$ cat src/rtl/rca_pwr_ctrl_if.sv
// Power-sequencing signal bundle between the always-on controller (master)
// and the gated 16-bit adder domain / its power switch (slave).
interface rca_pwr_ctrl_if;
    logic       sleep_req;
    logic       wake_req;
    logic       pwr_ack;
    logic       iso_en;
    logic       ret_en;
    logic       pse;
    logic [2:0] state;
    logic       domain_on;
    logic       busy;
    logic       err;

    modport master (
        input  sleep_req, wake_req, pwr_ack,
        output iso_en, ret_en, pse, state, domain_on, busy, err
    );

    modport slave (
        output sleep_req, wake_req, pwr_ack,
        input  iso_en, ret_en, pse, state, domain_on, busy, err
    );
endinterface

$ cat src/rtl/rca_pwr_ctrl.sv
// Power-down/power-up sequencer for the gated ripple-carry adder domain.
// Optional pwr_ack timeout with sticky err: define RCA_PWR_ACK_TIMEOUT_EN.
module rca_pwr_ctrl #(
    parameter int unsigned ISO_DLY     = 2,
    parameter int unsigned RET_DLY     = 4,
    parameter int unsigned ACK_TIMEOUT = 64,
    parameter int unsigned CNT_W       = 8
) (
    input  logic           clk,
    input  logic           rst,
    rca_pwr_ctrl_if.master bus
);
    typedef enum logic [2:0] {
        S_ON      = 3'd0,
        S_ISO     = 3'd1,
        S_SAVE    = 3'd2,
        S_PSW_OFF = 3'd3,
        S_OFF     = 3'd4,
        S_PSW_ON  = 3'd5,
        S_RESTORE = 3'd6,
        S_UNISO   = 3'd7
    } state_e;

    localparam logic [CNT_W-1:0] ISO_LAST = CNT_W'(ISO_DLY - 1);
    localparam logic [CNT_W-1:0] RET_LAST = CNT_W'(RET_DLY - 1);
    localparam logic [CNT_W-1:0] ACK_LAST = CNT_W'(ACK_TIMEOUT - 1);
    localparam logic [CNT_W-1:0] CNT_ONE  = CNT_W'(1);

    state_e           state_q, state_d;
    logic [CNT_W-1:0] cnt_q, cnt_d;
    logic             err_q, err_d;
    logic             iso_en_q, ret_en_q, pse_q, domain_on_q, busy_q;
    logic             ack_expired_s;
    logic [CNT_W-1:0] ack_cnt_inc_s;

    // {iso_en, ret_en, pse} for each state; pse=0 only where iso and ret are both held
    function automatic logic [2:0] drive_of(input state_e s);
        logic [2:0] d;
        case (s)
            S_ON:      d = 3'b001;
            S_ISO:     d = 3'b101;
            S_SAVE:    d = 3'b111;
            S_PSW_OFF: d = 3'b110;
            S_OFF:     d = 3'b110;
            S_PSW_ON:  d = 3'b111;
            S_RESTORE: d = 3'b101;
            S_UNISO:   d = 3'b101;
            default:   d = 3'b110;
        endcase
        return d;
    endfunction

`ifdef RCA_PWR_ACK_TIMEOUT_EN
    assign ack_expired_s = (cnt_q == ACK_LAST);
`else
    assign ack_expired_s = 1'b0;
`endif
    // Ack wait time saturates so the counter never wraps while waiting indefinitely.
    assign ack_cnt_inc_s = (cnt_q == ACK_LAST) ? cnt_q : cnt_q + CNT_ONE;

    // Next-state, dwell counter and sticky timeout flag.
    always_comb begin
        state_d = state_q;
        cnt_d   = '0;
        err_d   = err_q;
        case (state_q)
            S_ON: begin
                if (bus.sleep_req) state_d = S_ISO;
                else               state_d = S_ON;
            end
            S_ISO: begin
                if (cnt_q == ISO_LAST) state_d = S_SAVE;
                else                   cnt_d   = cnt_q + CNT_ONE;
            end
            S_SAVE: begin
                if (cnt_q == RET_LAST) state_d = S_PSW_OFF;
                else                   cnt_d   = cnt_q + CNT_ONE;
            end
            S_PSW_OFF: begin
                if (!bus.pwr_ack) begin
                    state_d = S_OFF;
                end else if (ack_expired_s) begin
                    state_d = S_OFF;
                    err_d   = 1'b1;
                end else begin
                    cnt_d = ack_cnt_inc_s;
                end
            end
            S_OFF: begin
                if (bus.wake_req) state_d = S_PSW_ON;
                else              state_d = S_OFF;
            end
            S_PSW_ON: begin
                if (bus.pwr_ack) begin
                    state_d = S_RESTORE;
                end else if (ack_expired_s) begin
                    state_d = S_RESTORE;
                    err_d   = 1'b1;
                end else begin
                    cnt_d = ack_cnt_inc_s;
                end
            end
            S_RESTORE: begin
                if (cnt_q == RET_LAST) state_d = S_UNISO;
                else                   cnt_d   = cnt_q + CNT_ONE;
            end
            S_UNISO: begin
                if (cnt_q == ISO_LAST) state_d = S_ON;
                else                   cnt_d   = cnt_q + CNT_ONE;
            end
            default: begin
                state_d = S_ON;
            end
        endcase
    end

    // State register with outputs decoded from the next state so they align with state_q.
    always_ff @(posedge clk) begin
        if (rst) begin
            state_q                        <= S_ON;
            cnt_q                          <= '0;
            err_q                          <= 1'b0;
            {iso_en_q, ret_en_q, pse_q}    <= drive_of(S_ON);
            domain_on_q                    <= 1'b1;
            busy_q                         <= 1'b0;
        end else begin
            state_q                        <= state_d;
            cnt_q                          <= cnt_d;
            err_q                          <= err_d;
            {iso_en_q, ret_en_q, pse_q}    <= drive_of(state_d);
            domain_on_q                    <= (state_d == S_ON);
            busy_q                         <= (state_d != S_ON) && (state_d != S_OFF);
        end
    end

    assign bus.iso_en    = iso_en_q;
    assign bus.ret_en    = ret_en_q;
    assign bus.pse       = pse_q;
    assign bus.state     = state_q;
    assign bus.domain_on = domain_on_q;
    assign bus.busy      = busy_q;
    assign bus.err       = err_q;
endmodule

$ cat src/flat_wrapper.sv
// flat-port wrapper written by rule: the top's interface ports become plain ports
module rca_pwr_ctrl_flat 
#(
    parameter int unsigned ISO_DLY     = 2,
    parameter int unsigned RET_DLY     = 4,
    parameter int unsigned ACK_TIMEOUT = 64,
    parameter int unsigned CNT_W       = 8
)
  (clk, rst, bus_sleep_req, bus_wake_req, bus_pwr_ack, bus_iso_en, bus_ret_en, bus_pse, bus_state, bus_domain_on, bus_busy, bus_err);
  rca_pwr_ctrl_if bus_i ();
  input  logic clk;
  input  logic rst;
  input wire logic [$bits(bus_i.sleep_req)-1:0] bus_sleep_req;
  input wire logic [$bits(bus_i.wake_req)-1:0] bus_wake_req;
  input wire logic [$bits(bus_i.pwr_ack)-1:0] bus_pwr_ack;
  output wire logic [$bits(bus_i.iso_en)-1:0] bus_iso_en;
  output wire logic [$bits(bus_i.ret_en)-1:0] bus_ret_en;
  output wire logic [$bits(bus_i.pse)-1:0] bus_pse;
  output wire logic [$bits(bus_i.state)-1:0] bus_state;
  output wire logic [$bits(bus_i.domain_on)-1:0] bus_domain_on;
  output wire logic [$bits(bus_i.busy)-1:0] bus_busy;
  output wire logic [$bits(bus_i.err)-1:0] bus_err;
  assign bus_i.sleep_req = bus_sleep_req;
  assign bus_i.wake_req = bus_wake_req;
  assign bus_i.pwr_ack = bus_pwr_ack;
  assign bus_iso_en = bus_i.iso_en;
  assign bus_ret_en = bus_i.ret_en;
  assign bus_pse = bus_i.pse;
  assign bus_state = bus_i.state;
  assign bus_domain_on = bus_i.domain_on;
  assign bus_busy = bus_i.busy;
  assign bus_err = bus_i.err;
  rca_pwr_ctrl #(.ISO_DLY(ISO_DLY), .RET_DLY(RET_DLY), .ACK_TIMEOUT(ACK_TIMEOUT), .CNT_W(CNT_W)) u_core (.clk(clk), .rst(rst), .bus(bus_i));
endmodule
$ cat config.mk
export PLATFORM = sky130hd
export DESIGN_NAME = rca_pwr_ctrl_flat
export DESIGN_NICKNAME = d
export VERILOG_FILES = /design/src/rtl/rca_pwr_ctrl_if.sv /design/src/rtl/rca_pwr_ctrl.sv /design/src/flat_wrapper.sv
export SDC_FILE = /design/constraint.sdc
export NUM_CORES = 1
export LEC_CHECK = 0
export CORE_MARGIN = 2
export CORE_UTILIZATION = 40
export DETAILED_ROUTE_END_ITERATION = 10
export GPL_TIMING_DRIVEN = 0
export PLACE_DENSITY = 0.65
export SYNTH_ARGS = -nofsm -noshare
export SYNTH_HDL_FRONTEND = slang
export SYNTH_SLANG_ARGS = --single-unit
$ cat constraint.sdc
create_clock -name clk -period 4.7 [get_ports clk]
set_input_delay 0.94 -clock clk [delete_from_list [all_inputs] [get_ports clk]]
set_output_delay 0.94 -clock clk [all_outputs]
set_load 0.005 [all_outputs]
Word-level counts from Yosys, hierarchy flattened
Memory sizes are Yosys's and may differ from the RTL's. A register that Yosys moved wholly into a read port is not among the register bits.
Index checks and enable logic that the tools add are counted.

operators by class
  eq/ne operators = 11
  muxes and demuxes = 15
  $add $sub $neg = 1
  reductions and logical operators = 6

operators with widths
  kind                                                  count
  2-to-1 mux 8 bit                                      5
  case mux 8 bit (4 select lines)                       1
  case mux 3 bit (8 select lines)                       1
  2-to-1 mux 3 bit                                      6
  equality test 3 bit (second input constant)           4
  adder 8 x 1 -> 8 bit (second input constant)          1
  equality test 8 x 1 -> 1 bit (second input constant)  1
  equality test 8 x 2 -> 1 bit (second input constant)  1
  equality test 8 x 6 -> 1 bit (second input constant)  1
  equality test 3 x 2 -> 1 bit (second input constant)  2
  logical NOT 3 bit                                     2
  OR reduction 2 bit                                    2
  equality test 3 x 1 -> 1 bit (second input constant)  1
  inequality test 3 bit (second input constant)         1
  nonzero test 3 bit                                    1
  2-to-1 mux 1 bit                                      2
  logical AND 1 bit                                     1

word-level totals
  register bits = 13
  input bits = 5
  memory bits (read-only) = 24
  memories kept = 1
  output and inout port bits = 9

memory list
  name             depth  width  read ports  clocked after memory_dff  wr ports  line                text
  (no name shown)  8      3      1           1                         0         rca_pwr_ctrl.sv:39  case (s)

Longest topological paths before layout
  word-level depth = 5
  mapped depth = 7
  mapped depth without buffers = 7

Least setup slack after synthesis
OpenSTA, ideal clock, no wires.

  path type = in2reg
  from = input port bus_pwr_ack
  to = register u_core.pse_q (netlist: u_core.bus.pse)
  arrival time = 1,948 ps
  stages = 5
  setup time = 126 ps
  setup slack = 2,626 ps
  data required time = 4,574 ps
  buffers on the path = 0
  cell sequence = inv_1 > maj3_1 > o311a_4 > nor4_1 > a31oi_1

between the ends
  longest elaborated chain between the ends = 2
  elaborated cells between the ends (all ways) = 3
  classes of those cells = mux: 3

RTL lines
  what                                 line                                    text
  start: declaration                   flat_wrapper.sv:15                      input wire logic [$bits(bus_i.pwr_ack)-1:0] bus_pwr_ack;
  2-to-1 mux 3 bit (on tied branches)  rca_pwr_ctrl.sv:94, rca_pwr_ctrl.sv:80
  case mux 3 bit (8 select lines) (*)  rca_pwr_ctrl.sv:66                      case (state_q)
  end: declaration                     rca_pwr_ctrl.sv:32                      logic iso_en_q, ret_en_q, pse_q, domain_on_q, busy_q;

Every way passes the cells marked *; elsewhere a longest branch is shown, timed or not.
A chain may end at the register's enable or synchronous reset.

Worst setup path after layout
  from = input port bus_pwr_ack
  to = register u_core.iso_en_q (netlist: u_core.bus.iso_en)

between the ends
  longest elaborated chain between the ends = 2
  elaborated cells between the ends (all ways) = 3
  classes of those cells = mux: 3

RTL lines
  what                                 line
  2-to-1 mux 3 bit (on tied branches)  rca_pwr_ctrl.sv:94, rca_pwr_ctrl.sv:80
  case mux 3 bit (8 select lines) (*)  rca_pwr_ctrl.sv:66
  end: declaration                     rca_pwr_ctrl.sv:32

Marked as above.

==> results.cfg <==
[yosys]
syn-num-nets = 111
yosysSeqAreaShare_pct = 35.7
ys.flop_type = dfxtp_1
syn_area_per_cell_sq_um = 8.64
synth_seq_cells = 16
synth_edf_count = 0
yosys_warnings = 0
synth_cell_type_count = 43
synthCells = 104
async_reset_ff_share_pct = 0
syn_area_sq_um = 898

[drt]
wl_per_cell_um = 12.2
post-route-drc-count = 0
drt_iter0_markers = 12
routed_wl_um = 1780
vias = 791
detail-route-antenna-nets = 0
vias_per_cell = 5.42
dr.pass1.iters = 4

[timing]
fin_crit_ps = 2430
drv_slew = 0
finalHoldViolations = 0
setup_violations = 0
worst_hold_slack_ps = 526
finClkSkew_ps = 4.00
worst_slack_ps = 2270
period_share_pct = 51.7
setup-tns-final_ps = 0
max_freq_ghz = 0.411
rsz0062_at_grt = false

[setup_path]
critical_path.endpoint_type = flip-flop
start_kind = input pin
reg2reg_depth = 6
r2r-end = u_core.bus.iso_en
r2r-start = u_core.cnt_q[0]
path_class = input pin to flip-flop
crit_start = bus_pwr_ack
crit_required_ps = 4850
rrSetupSlack_ps = 2750
crit_fanout = 5
endpoint = u_core.bus.iso_en
arrival_ps = 2580

[grt]
grt_overflow_total = 0
grt.met2_usage_pct = 25.0
top_usage_layer = met2
grt_pass1_wl_um = 2990
grt_use_met3_pct = 1.75
grt_use_met1_pct = 18.6
antenna_found_initial = 0
grt_pass1_vias = 714
grt_max_degree = 11
grt_util_all_layers_pct = 14.9

[floorplanning]
core_area_sq_mm = 0.00217
io_pins = 14
die_w_um = 51.4
die_y_um = 51.4
die_area_sq_mm = 0.00264
num_rows = 17
floorplan.initialDensity_pct = 41.4

[cts]
clk_pin_slew_ps = 90
cts_tree = yes
clk_latency_ps = 280
cts_setup_buffers = 0
postCtsHoldBufs = 0
cts_resized = 0
cts_made_buffers = 3
cts.sinks = 16
root_buffer = clkbuf_4
clk_path_buf_depth = 2
htreeDepth = 1

[placed_design]
gp_congestion = 0.790
io_buffers = 11
dp_slack_ps = 1970
dp_hpwl_um = 1370

[outcome]
status = finished, final reports clean

[cells_and_area]
area_delta_synth_final_pct = 18.7
antenna-diode-count = 0
nets = 127
fill_cells = 227
drive_gt1_share_pct = 13.6

[power]
powerDensity_mw_per_mm2 = 234
p_leak_uw = 0.000377
peakVddDrop_uv = 150

[min_path]
hold_path_startpoint = u_core.cnt_q[1]
worstHoldPathType = flip-flop to flip-flop

[job]
max_cap_viol_count = 0
-- kinds of logic after synthesis --
group                      synth area share [%]
adders and majority gates                  3.90
buffers and inverters                      5.29
AOI/OAI and AO/OA                          20.9
other                                     0.417
and+or+nand+nor                            27.0
xor gates and xnor gates                   6.82
DFF                                        35.7
-- final cells by class --
cell class                      instances  area, sq um  area share [%]
Sequential cell                        16          320            30.0
Tap cell                               28         35.0            3.29
Clock buffer                            3         22.5            2.11
Multi-Input combinational cell         77          531            49.8
Inverter                                6         22.5            2.11
Buffer                                  5         25.0            2.35
Timing Repair Buffer                   11          110            10.3
-- how the worst min path moves through the flow --
stage | cells past startpoint | end
finish | 2 | u_core.cnt_q[1]
CTS | 2 | u_core.cnt_q[1]
global placement | 2 | u_core.cnt_q[1]
detailed placement | 2 | u_core.cnt_q[1]
global route | 2 | u_core.cnt_q[1]
floorplan | 2 | u_core.cnt_q[1]
-- worst max-delay path, stage by stage --
cell and delay [ps]:
clkdlybuf4s50_1 490, and3b_1 200, o21ai_0 400, a41o_1 310, and2_4 170, a21oi_1 60
-- layout by cell type (no fill, tap or decap), types with 2 or more instances in the layout --
cell             instances
a21o_1                   2
a21oi_1                  3
and3_1                   2
buf_2                    2
clkbuf_1                 2
clkbuf_4                 3
clkdlybuf4s50_1         11
dfxtp_1                 16
ha_1                     2
inv_1                    6
nand2_1                  2
nand3_1                  7
nand4_1                  2
nor2_1                  11
nor2b_1                  2
nor3_1                   3
nor4_1                   3
o21ai_0                  3
o22ai_1                  2
o31ai_1                  2
or2_2                    3
xnor2_1                  5
xor2_1                   2
-- metrics by stage --
stage	instances	utilization (%)	power (uW)	instance area, sq um
2_1_floorplan	104	-	168	898
4_1_cts	146	49.1	252	1070
5_1_grt	146	49.1	262	1070
3_3_place_gp	143	48.1	183	1040
6_report	146	49.1	249	1070
3_5_place_dp	143	48.1	184	1040
-- metal layers --
metal  routed length, um  vias up
li1                    -      406
met1                 852      366
met2                 848       15
met3                  52        4
met4                  29        0
met5                   0        -
-- report_power, final --
| part | switching [uW] | internal (uW) |
|---|---|---|
| logic | 18.9 | 20.0 |
| registers | 2.07 | 140 |
| clock network | 39.1 | 29.7 |
| total | 60.1 | 189 |
-- Yosys cell counts (3+ instances only) --
cell type  count  area [sq um]
nor3_1         3          15.0
dfxtp_1       16           320
a21oi_1        3          15.0
nor2_1        11          41.3
nand3_1        7          35.0
nor4_1         3          18.8
or2_2          3          18.8
inv_1          6          22.5
o21ai_0        3          15.0
xnor2_1        5          43.8
-- state kept, by name (all words and copies together) (netlist names) --
name	cells
u_core.bus.busy	1
u_core.bus.domain_on	1
u_core.bus.iso_en	1
u_core.bus.pse	1
u_core.bus.ret_en	1
u_core.bus.state	3
u_core.cnt_q	8
No activity file was read; power rests on OpenSTA's default activity.
